## src/rtl/risa_cmd_sequencer_pkg.sv

```systemverilog
// Shared types and constants for the RISA command sequencer.
// Command port layout, target codes, unit idle codes and FSM encodings.
package risa_cmd_sequencer_pkg;

  localparam int STATE_WIDTH    = 4;
  localparam int SEQ_FIFO_DEPTH = 8;

  typedef struct packed {
    logic        valid;
    logic [7:0]  command;
    logic [31:0] data0;
    logic [31:0] data1;
  } cmd_port_t;

  localparam logic [2:0] SEQ_TGT_QUANT   = 3'd0;
  localparam logic [2:0] SEQ_TGT_WEIGHT  = 3'd1;
  localparam logic [2:0] SEQ_TGT_REQUANT = 3'd2;
  localparam logic [2:0] SEQ_TGT_BARRIER = 3'd3;

  localparam logic [STATE_WIDTH-1:0] BUFFER_QUANT_IDLE  = '0;
  localparam logic [STATE_WIDTH-1:0] BUFFER_WEIGHT_IDLE = '0;
  localparam logic [STATE_WIDTH-1:0] REQUANT_IDLE       = '0;

  typedef enum logic [STATE_WIDTH-1:0] {
    SEQ_IDLE = STATE_WIDTH'(0),
    SEQ_WAIT = STATE_WIDTH'(1),
    SEQ_HOLD = STATE_WIDTH'(2)
  } seq_state_e;

endpackage

```

## src/rtl/risa_cmd_fifo.sv

```systemverilog
// Synchronous FIFO of command words.
// Push is ignored when full, pop is ignored when empty.
module risa_cmd_fifo
  import risa_cmd_sequencer_pkg::*;
#(
  parameter int DEPTH = SEQ_FIFO_DEPTH
) (
  input  logic                     clk,
  input  logic                     rst,
  input  logic                     push_i,
  input  cmd_port_t                data_i,
  input  logic                     pop_i,
  output cmd_port_t                data_o,
  output logic                     full_o,
  output logic                     empty_o,
  output logic [$clog2(DEPTH):0]   count_o
);

  localparam int AW = $clog2(DEPTH);

  cmd_port_t       mem_q [DEPTH];
  logic [AW-1:0]   wr_q;
  logic [AW-1:0]   rd_q;
  logic [AW:0]     cnt_q;
  logic            do_push;
  logic            do_pop;

  assign full_o  = (cnt_q == (AW+1)'(DEPTH));
  assign empty_o = (cnt_q == '0);
  assign count_o = cnt_q;
  assign data_o  = mem_q[rd_q];
  assign do_push = push_i && !full_o;
  assign do_pop  = pop_i && !empty_o;

  // Pointer and occupancy bookkeeping; wraps naturally for power-of-two depth.
  always_ff @(posedge clk or posedge rst) begin
    if (rst) begin
      wr_q  <= '0;
      rd_q  <= '0;
      cnt_q <= '0;
    end else begin
      if (do_push) wr_q <= wr_q + 1'b1;
      if (do_pop)  rd_q <= rd_q + 1'b1;
      cnt_q <= cnt_q + {{AW{1'b0}}, do_push} - {{AW{1'b0}}, do_pop};
    end
  end

  // Storage array; contents are don't-care until written.
  always_ff @(posedge clk) begin
    if (do_push) mem_q[wr_q] <= data_i;
  end

endmodule

```

## src/rtl/risa_cmd_sequencer.sv

```systemverilog
// In-order command dispatcher to quant, weight and requant units.
// One issue at a time; a guard window follows each issue or barrier.
module risa_cmd_sequencer
  import risa_cmd_sequencer_pkg::*;
#(
  parameter int FIFO_DEPTH  = SEQ_FIFO_DEPTH,
  parameter int START_GUARD = 2
) (
  input  logic                   clk,
  input  logic                   rst,
  input  cmd_port_t              cmd_in,
  output logic                   cmd_in_ready,
  input  logic [STATE_WIDTH-1:0] quant_state,
  input  logic [STATE_WIDTH-1:0] weight_state,
  input  logic [STATE_WIDTH-1:0] requant_state,
  output cmd_port_t              quant_cmd,
  output cmd_port_t              weight_cmd,
  output cmd_port_t              requant_cmd,
  output logic                   barrier_done,
  output logic [15:0]            barrier_tag,
  output logic                   err_bad_target,
  output logic [7:0]             err_count,
  output logic                   busy
);

  localparam int CW = $clog2(FIFO_DEPTH) + 1;
  localparam int GW = $clog2(START_GUARD + 1);
  localparam logic [GW-1:0] GUARD_LOAD = GW'(START_GUARD - 1);

  seq_state_e    state_q, state_d;
  logic [GW-1:0] guard_q, guard_d;
  cmd_port_t     quant_q, quant_d;
  cmd_port_t     weight_q, weight_d;
  cmd_port_t     requant_q, requant_d;
  logic          bdone_q, bdone_d;
  logic [15:0]   tag_q, tag_d;
  logic          err_q, err_d;
  logic [7:0]    errcnt_q, errcnt_d;

  cmd_port_t     head;
  logic          fifo_full, fifo_empty;
  logic [CW-1:0] fifo_cnt;
  logic          push, pop;
  logic [2:0]    tgt;
  logic          q_idle, w_idle, r_idle;

  assign push   = cmd_in.valid && !fifo_full;
  assign tgt    = head.command[7:5];
  assign q_idle = (quant_state == BUFFER_QUANT_IDLE);
  assign w_idle = (weight_state == BUFFER_WEIGHT_IDLE);
  assign r_idle = (requant_state == REQUANT_IDLE);

  risa_cmd_fifo #(
    .DEPTH(FIFO_DEPTH)
  ) u_fifo (
    .clk     (clk),
    .rst     (rst),
    .push_i  (cmd_in.valid),
    .data_i  (cmd_in),
    .pop_i   (pop),
    .data_o  (head),
    .full_o  (fifo_full),
    .empty_o (fifo_empty),
    .count_o (fifo_cnt)
  );

  assign cmd_in_ready   = !fifo_full;
  assign busy           = !fifo_empty || (state_q != SEQ_IDLE);
  assign quant_cmd      = quant_q;
  assign weight_cmd     = weight_q;
  assign requant_cmd    = requant_q;
  assign barrier_done   = bdone_q;
  assign barrier_tag    = tag_q;
  assign err_bad_target = err_q;
  assign err_count      = errcnt_q;

  // State, guard and registered output pulses.
  always_ff @(posedge clk or posedge rst) begin
    if (rst) begin
      state_q   <= SEQ_IDLE;
      guard_q   <= '0;
      quant_q   <= '0;
      weight_q  <= '0;
      requant_q <= '0;
      bdone_q   <= 1'b0;
      tag_q     <= '0;
      err_q     <= 1'b0;
      errcnt_q  <= '0;
    end else begin
      state_q   <= state_d;
      guard_q   <= guard_d;
      quant_q   <= quant_d;
      weight_q  <= weight_d;
      requant_q <= requant_d;
      bdone_q   <= bdone_d;
      tag_q     <= tag_d;
      err_q     <= err_d;
      errcnt_q  <= errcnt_d;
    end
  end

  // Head decode, dispatch decision and next state.
  always_comb begin
    state_d   = state_q;
    guard_d   = guard_q;
    pop       = 1'b0;
    quant_d   = '0;
    weight_d  = '0;
    requant_d = '0;
    bdone_d   = 1'b0;
    tag_d     = tag_q;
    err_d     = 1'b0;
    errcnt_d  = errcnt_q;
    unique case (state_q)
      SEQ_IDLE: begin
        if (push || !fifo_empty) state_d = SEQ_WAIT;
      end
      SEQ_WAIT: begin
        if (fifo_empty) begin
          if (!push) state_d = SEQ_IDLE;
        end else begin
          case (tgt)
            SEQ_TGT_QUANT: begin
              if (q_idle) begin
                pop           = 1'b1;
                quant_d       = head;
                quant_d.valid = 1'b1;
                state_d       = SEQ_HOLD;
                guard_d       = GUARD_LOAD;
              end
            end
            SEQ_TGT_WEIGHT: begin
              if (w_idle) begin
                pop            = 1'b1;
                weight_d       = head;
                weight_d.valid = 1'b1;
                state_d        = SEQ_HOLD;
                guard_d        = GUARD_LOAD;
              end
            end
            SEQ_TGT_REQUANT: begin
              if (r_idle) begin
                pop             = 1'b1;
                requant_d       = head;
                requant_d.valid = 1'b1;
                state_d         = SEQ_HOLD;
                guard_d         = GUARD_LOAD;
              end
            end
            SEQ_TGT_BARRIER: begin
              if (q_idle && w_idle && r_idle) begin
                pop     = 1'b1;
                bdone_d = 1'b1;
                tag_d   = head.data0[15:0];
                state_d = SEQ_HOLD;
                guard_d = GUARD_LOAD;
              end
            end
            default: begin
              pop   = 1'b1;
              err_d = 1'b1;
              if (errcnt_q != 8'hFF) errcnt_d = errcnt_q + 8'd1;
              if (fifo_cnt == CW'(1) && !push) state_d = SEQ_IDLE;
            end
          endcase
        end
      end
      SEQ_HOLD: begin
        if (guard_q == '0) begin
          state_d = (push || !fifo_empty) ? SEQ_WAIT : SEQ_IDLE;
        end else begin
          guard_d = guard_q - 1'b1;
        end
      end
      default: state_d = SEQ_IDLE;
    endcase
  end

endmodule

```

## config.mk

```make
export PLATFORM = sky130hd
export DESIGN_NAME = risa_cmd_sequencer
export DESIGN_NICKNAME = d
export VERILOG_FILES = /design/src/rtl/risa_cmd_sequencer_pkg.sv /design/src/rtl/risa_cmd_fifo.sv /design/src/rtl/risa_cmd_sequencer.sv
export SDC_FILE = /design/constraint.sdc
export NUM_CORES = 1
export LEC_CHECK = 0
export BUFFER_PORTS_ARGS = -buffer_cell sky130_fd_sc_hd__buf_2
export CELL_PAD_IN_SITES_DETAIL_PLACEMENT = 2
export CELL_PAD_IN_SITES_GLOBAL_PLACEMENT = 2
export CORE_ASPECT_RATIO = 0.75
export CORE_MARGIN = 10
export CORE_UTILIZATION = 48
export DETAILED_ROUTE_END_ITERATION = 10
export HOLD_SLACK_MARGIN = 0.06
export PLACE_DENSITY_LB_ADDON = 0.12
export SLEW_MARGIN = 10
export SYNTH_ARGS = -nofsm -noshare
export SYNTH_HDL_FRONTEND = slang
export SYNTH_HIERARCHICAL = 1
export SYNTH_SLANG_ARGS = --single-unit
```

## constraint.sdc

```tcl
create_clock -name clk -period 24.5 [get_ports clk]
set_clock_uncertainty 0.2 [all_clocks]
set_input_delay 2.45 -clock clk [delete_from_list [all_inputs] [get_ports clk]]
set_output_delay 2.45 -clock clk [all_outputs]
set_load 0.01 [all_outputs]
```

# After elaboration in Yosys (flattened, before gate mapping)

Memories as Yosys holds them, arrays and structs flattened.
Cells that the tools add are included.
W data, S select, Z words.

Bitwise operators: 2
Reduce and logical (&&, ||, !) cells: 24
$mul: 0
Magnitude comparators: 0
Muxes and demuxes: 47
Equality and inequality tests: 23
Div/mod/pow operators: 0
Shift operators: 0
Add/sub/neg operators: 6

Operator list:

| operator              | number |
|---|---|
| $mux W73              | 12 |
| $mux W4               | 9 |
| $logic_not A4 Y1      | 5 |
| $ne A4 B3 Y1 const B  | 4 |
| $pmux W4 S4           | 1 |
| $reduce_and A8 Y1     | 2 |
| $mux W1               | 15 |
| $ne A3 B3 Y1 const B  | 5 |
| $mux W2               | 6 |
| $pmux W4 S3           | 1 |
| $add A8 B1 Y8 const B | 1 |
| $eq A4 B1 Y1 const B  | 2 |
| $ne A2 B2 Y1 const B  | 4 |
| $ne A8 B8 Y1 const B  | 1 |
| $pmux W2 S4           | 1 |
| $reduce_and A4 Y1     | 2 |
| $ne A7 B6 Y1 const B  | 1 |
| $add A3 B1 Y3 const B | 2 |
| $eq A3 B2 Y1 const B  | 2 |
| $logic_and A1 B1 Y1   | 5 |
| $ne A5 B5 Y1 const B  | 1 |
| $add A4 B1 Y4         | 1 |
| $eq A4 B2 Y1 const B  | 1 |
| $eq A4 B4 Y1 const B  | 1 |
| 13 further kinds      | 17 |

Memory bits (writable): 584
Memories: 1
Input port bits: 87
Bits in read-only memories: 0
Logic and storage cells: 124
Output and inout bits: 247
Bits in latches: 0
Flip-flop bits (word level): 261

Memory list:

| name         | words | bits a word | read ports | clocked after memory_dff | write ports | line                | text |
|---|---|---|---|---|---|---|---|
| u_fifo.mem_q | 8     | 73          | 1          | 0                        | 1           | risa_cmd_fifo.sv:21 | `cmd_port_t mem_q [DEPTH];` |

# Depth between registers and ports, before layout

Depth in word-level cells: 9
Gate-level depth with buffers: 18
Mapped depth without buffers: 15

# By module

Netlist, hierarchy kept.

Modules (own cells, without submodules):

| module             | sequential area each (um2) | instances | cells each | area an instance (um2) |
|---|---|---|---|---|
| risa_cmd_fifo      | 17787.1                    | 1         | 903        | 22515.3 |
| risa_cmd_sequencer | 6231.0                     | 1         | 571        | 8329.2 |

# Worst setup path after synthesis

No wires, ideal clock.

Path kind: input-to-reg
Start: in cmd_in[72] (netlist bit)
End: mem u_fifo/mem_q[0][0] (netlist bit) (enable)
Library setup time: 594 ps
Data arrival time: 7538 ps
Stages: 2
Path buffers: 0
Slack: 16168 ps
Required time: 23706 ps
Cell sequence: nand3b_1 nor3_1

Word-level cells in the longest chain between the ends: 3

Ends and longest elaborated chain:

| element                       | line                     | text |
|---|---|---|
| from (decl)                   | risa_cmd_sequencer.sv:11 | `input cmd_port_t cmd_in,` |
| $logic_and A1 B1 Y1           | risa_cmd_fifo.sv:32      | `assign do_push = push_i && !full_o;` |
| $mux W1                       | risa_cmd_fifo.sv:50      | `if (do_push) mem_q[wr_q] <= data_i;` |
| $mux W1 (implied by the code) | risa_cmd_fifo.sv:50      |  |
| to (decl)                     | risa_cmd_fifo.sv:21      |  |

No other way between the ends.

==> impl_metrics.yaml <==
outcome:
  status: "finished, final reports clean"
floorplanning:
  dieArea_um2: 74240
  initial_utilization_pct: 48.82
  row_count: 79
  io_pins: 334
  core_um2: 62570
  die_h_um: 238.5
  fp.dieW_um: 311.3
global_routing:
  grt-busiest-layer: "met2"
  grt_max_degree: 110
  gr-usage-met2_pct: 39.85
  antenna_found_initial: 21
  grt_pass1_wl_mm: 127.5
  met1_usage_pct: 29.76
  first_global_vias: 17660
  grt-ovfl-total: 0
  met3_usage_pct: 4.829
  grt_usage_pct: 23.18
layout:
  drive_above_1_share_pct: 38.17
  syn2layout_area_growth_pct: 17.15
  final-seq-area_um2: 23790
  layout_commonest_cell: "edfxtp_1"
  nets: 1945
  mostFrequentLayoutCells: "edfxtp_1 (576), buf_2 (333), dfrtp_1 (256), and2_1 (207), mux4_2 (144)"
  fillers: 5205
  design_area_um2: 35790
  multi_input_area_um2: 6392
timing:
  setup_tns_ns: 0
  setup_viol: 0
  max_freq_mhz: 190.2
  finalCritPeriodShare_pct: 21.46
  max_slew_margin_pct: 27.20
  rsz0062_at_grt: "no"
  final_max_slew_viol_count: 0
  worst-slew-pin-transition_ns: 1.089
  fin_crit_ns: 5.258
  hold_violations: 0
hold_path:
  hp-class: "reg -> reg"
  worst_hold_startpoint: "guard_q[1]$_DFFE_PP0P_"
  min_to: "guard_q[1]$_DFFE_PP0P_"
  hold_depth: 1
route:
  vias_per_cell: 5.485
  wirelength_mm: 85.52
  drc: 0
  drt-pass1-iter-count: 5
  wire_per_inst_um: 30.84
  dr_total_vias: 15210
  drt_iter0_drc: 1070
  ant_nets: 0
critical_path:
  rr_startpoint: "u_fifo/rd_q[0]$_DFFE_PP0P_"
  reg2reg_depth: 15
  path_common_cell: "inv_1"
  worstPathBufferInverterCount: 5
  reg2reg_setup_slack_ns: 19.24
  start_kind: "flip-flop"
  critical-path-top-delay-family: "buffers and inverters"
  cp_cell_sequence: "buf_4 -> mux4_2 -> mux2_2 -> nand3_1 -> nor3_4 -> buf_4 -> a41o_1 -> nand2b_1 -> inv_1 -> ha_1 -> inv_1 -> ha_1 -> inv_1 -> fa_1 -> xnor2_1"
  crit_path_max_fanout: 43
  worstPathRequired_ns: 24.78
  worst_path_max_delay_cell: "dfrtp_4"
  critPathMaxStageDelay_ns: 1.01
  regToRegEndpoint: "u_fifo/count_o[2]$_DFF_PP0_"
  crit_arrival_ns: 5.54
  cp.depth: 15
  crit_path_end_kind: "flip-flop"
  crit_path_start: "u_fifo/rd_q[0]$_DFFE_PP0P_"
  crit_type: "reg -> reg"
placed_design:
  hpwl_mm: 52.26
  portBuffers: 333
  placed_area_um2: 33210
  gp_congestion: 0.7147
pwr:
  power_density_nw_per_um2: 110.2
  comb_power_share_pct: 23.4
  p_int_mw: 2.782
  p_sw_mw: 1.160
  leakagePower_nw: 14.23
  peakVddDrop_mv: 0.07648
  switching_share_pct: 29.42
  pwr-share-seq_pct: 45.6
  p_clk_share_pct: 30.9
clocking:
  htreeDepth: 3
  clkTransAtPathRegs_ns: 0.06
  cts.sinks: 835
  numCtsBuffers: 80
  clockBufferDepth: 3
  ctsRootBufferMaster: "clkbuf_16"
  clk_latency_ns: 0.62
  postCtsHoldBufs: 0
  cts_tree: "yes"
  cts_resized: 0
  post_cts_buffers: 0
yosys:
  syn_area_per_cell_um2: 20.88
  syn_inst: 1463
  ys_warn_count: 6
  syn_area_um2: 30550
flow_run:
  cap_violations: 0
routing by layer:
metal / up-vias / share of wire [%]
met1: 8254 / 41
li1: 6377 / -
met4: 16 / 2.2
met2: 419 / 52
met3: 143 / 4.8
met5: - / 0.13
power groups by stage:
stage                     Sequential (mW)  Combinational (mW)  Clock (mW)
after floorplan                      1.77               0.676           0
after global placement               1.80               0.888           0
after detailed placement             1.83               0.926           0
after CTS                            1.80               0.941        1.25
after global routing                 1.82                1.00        1.31
final                                1.80               0.924        1.22
flip-flops by register name, summed over array words and instances, names as in the netlist, 3 cells and up:
name	cells
quant_cmd	73
weight_cmd	73
requant_cmd	73
u_fifo/count_o	4
u_fifo/wr_q	3
u_fifo/rd_q	3
err_count	8
barrier_tag	16
u_fifo/mem_q	576
worst max path at each step:
stage,endpoint,slack (ns)
after floorplan,barrier_done$_DFF_PP0_,15.01
after global placement,u_fifo/count_o[1]$_DFF_PP0_,19.00
after detailed placement,u_fifo/count_o[2]$_DFF_PP0_,18.77
after CTS,u_fifo/count_o[2]$_DFF_PP0_,19.12
after global routing,u_fifo/count_o[2]$_DFF_PP0_,18.90
final,u_fifo/count_o[2]$_DFF_PP0_,19.24
layout make-up:
type | count | area share, %
multi-input cells | 548 | 17.86
well taps | 850 | 2.972
flip-flops and latches | 835 | 66.47
repair buffers | 361 | 5.244
inverters | 21 | 0.2412
clock buffers | 125 | 6.580
clock inverters | 25 | 0.5699
diodes | 8 | 0.05594
stage by stage:
stage               power (mW)  setup slack, ns  hold slack, ns  instances  util (%)
floorplan                2.447            15.01          0.2561       1469         -
finish                   3.942            19.24          0.2971       2773     57.20
global placement         2.692            19.00          0.2724       2615     53.07
detailed placement       2.751            18.77          0.2905       2615     53.07
CTS                      3.991            19.12          0.3001       2765     57.16
global route             4.122            18.90          0.3342       2772     57.19
(Power assumes the default switching activity.)
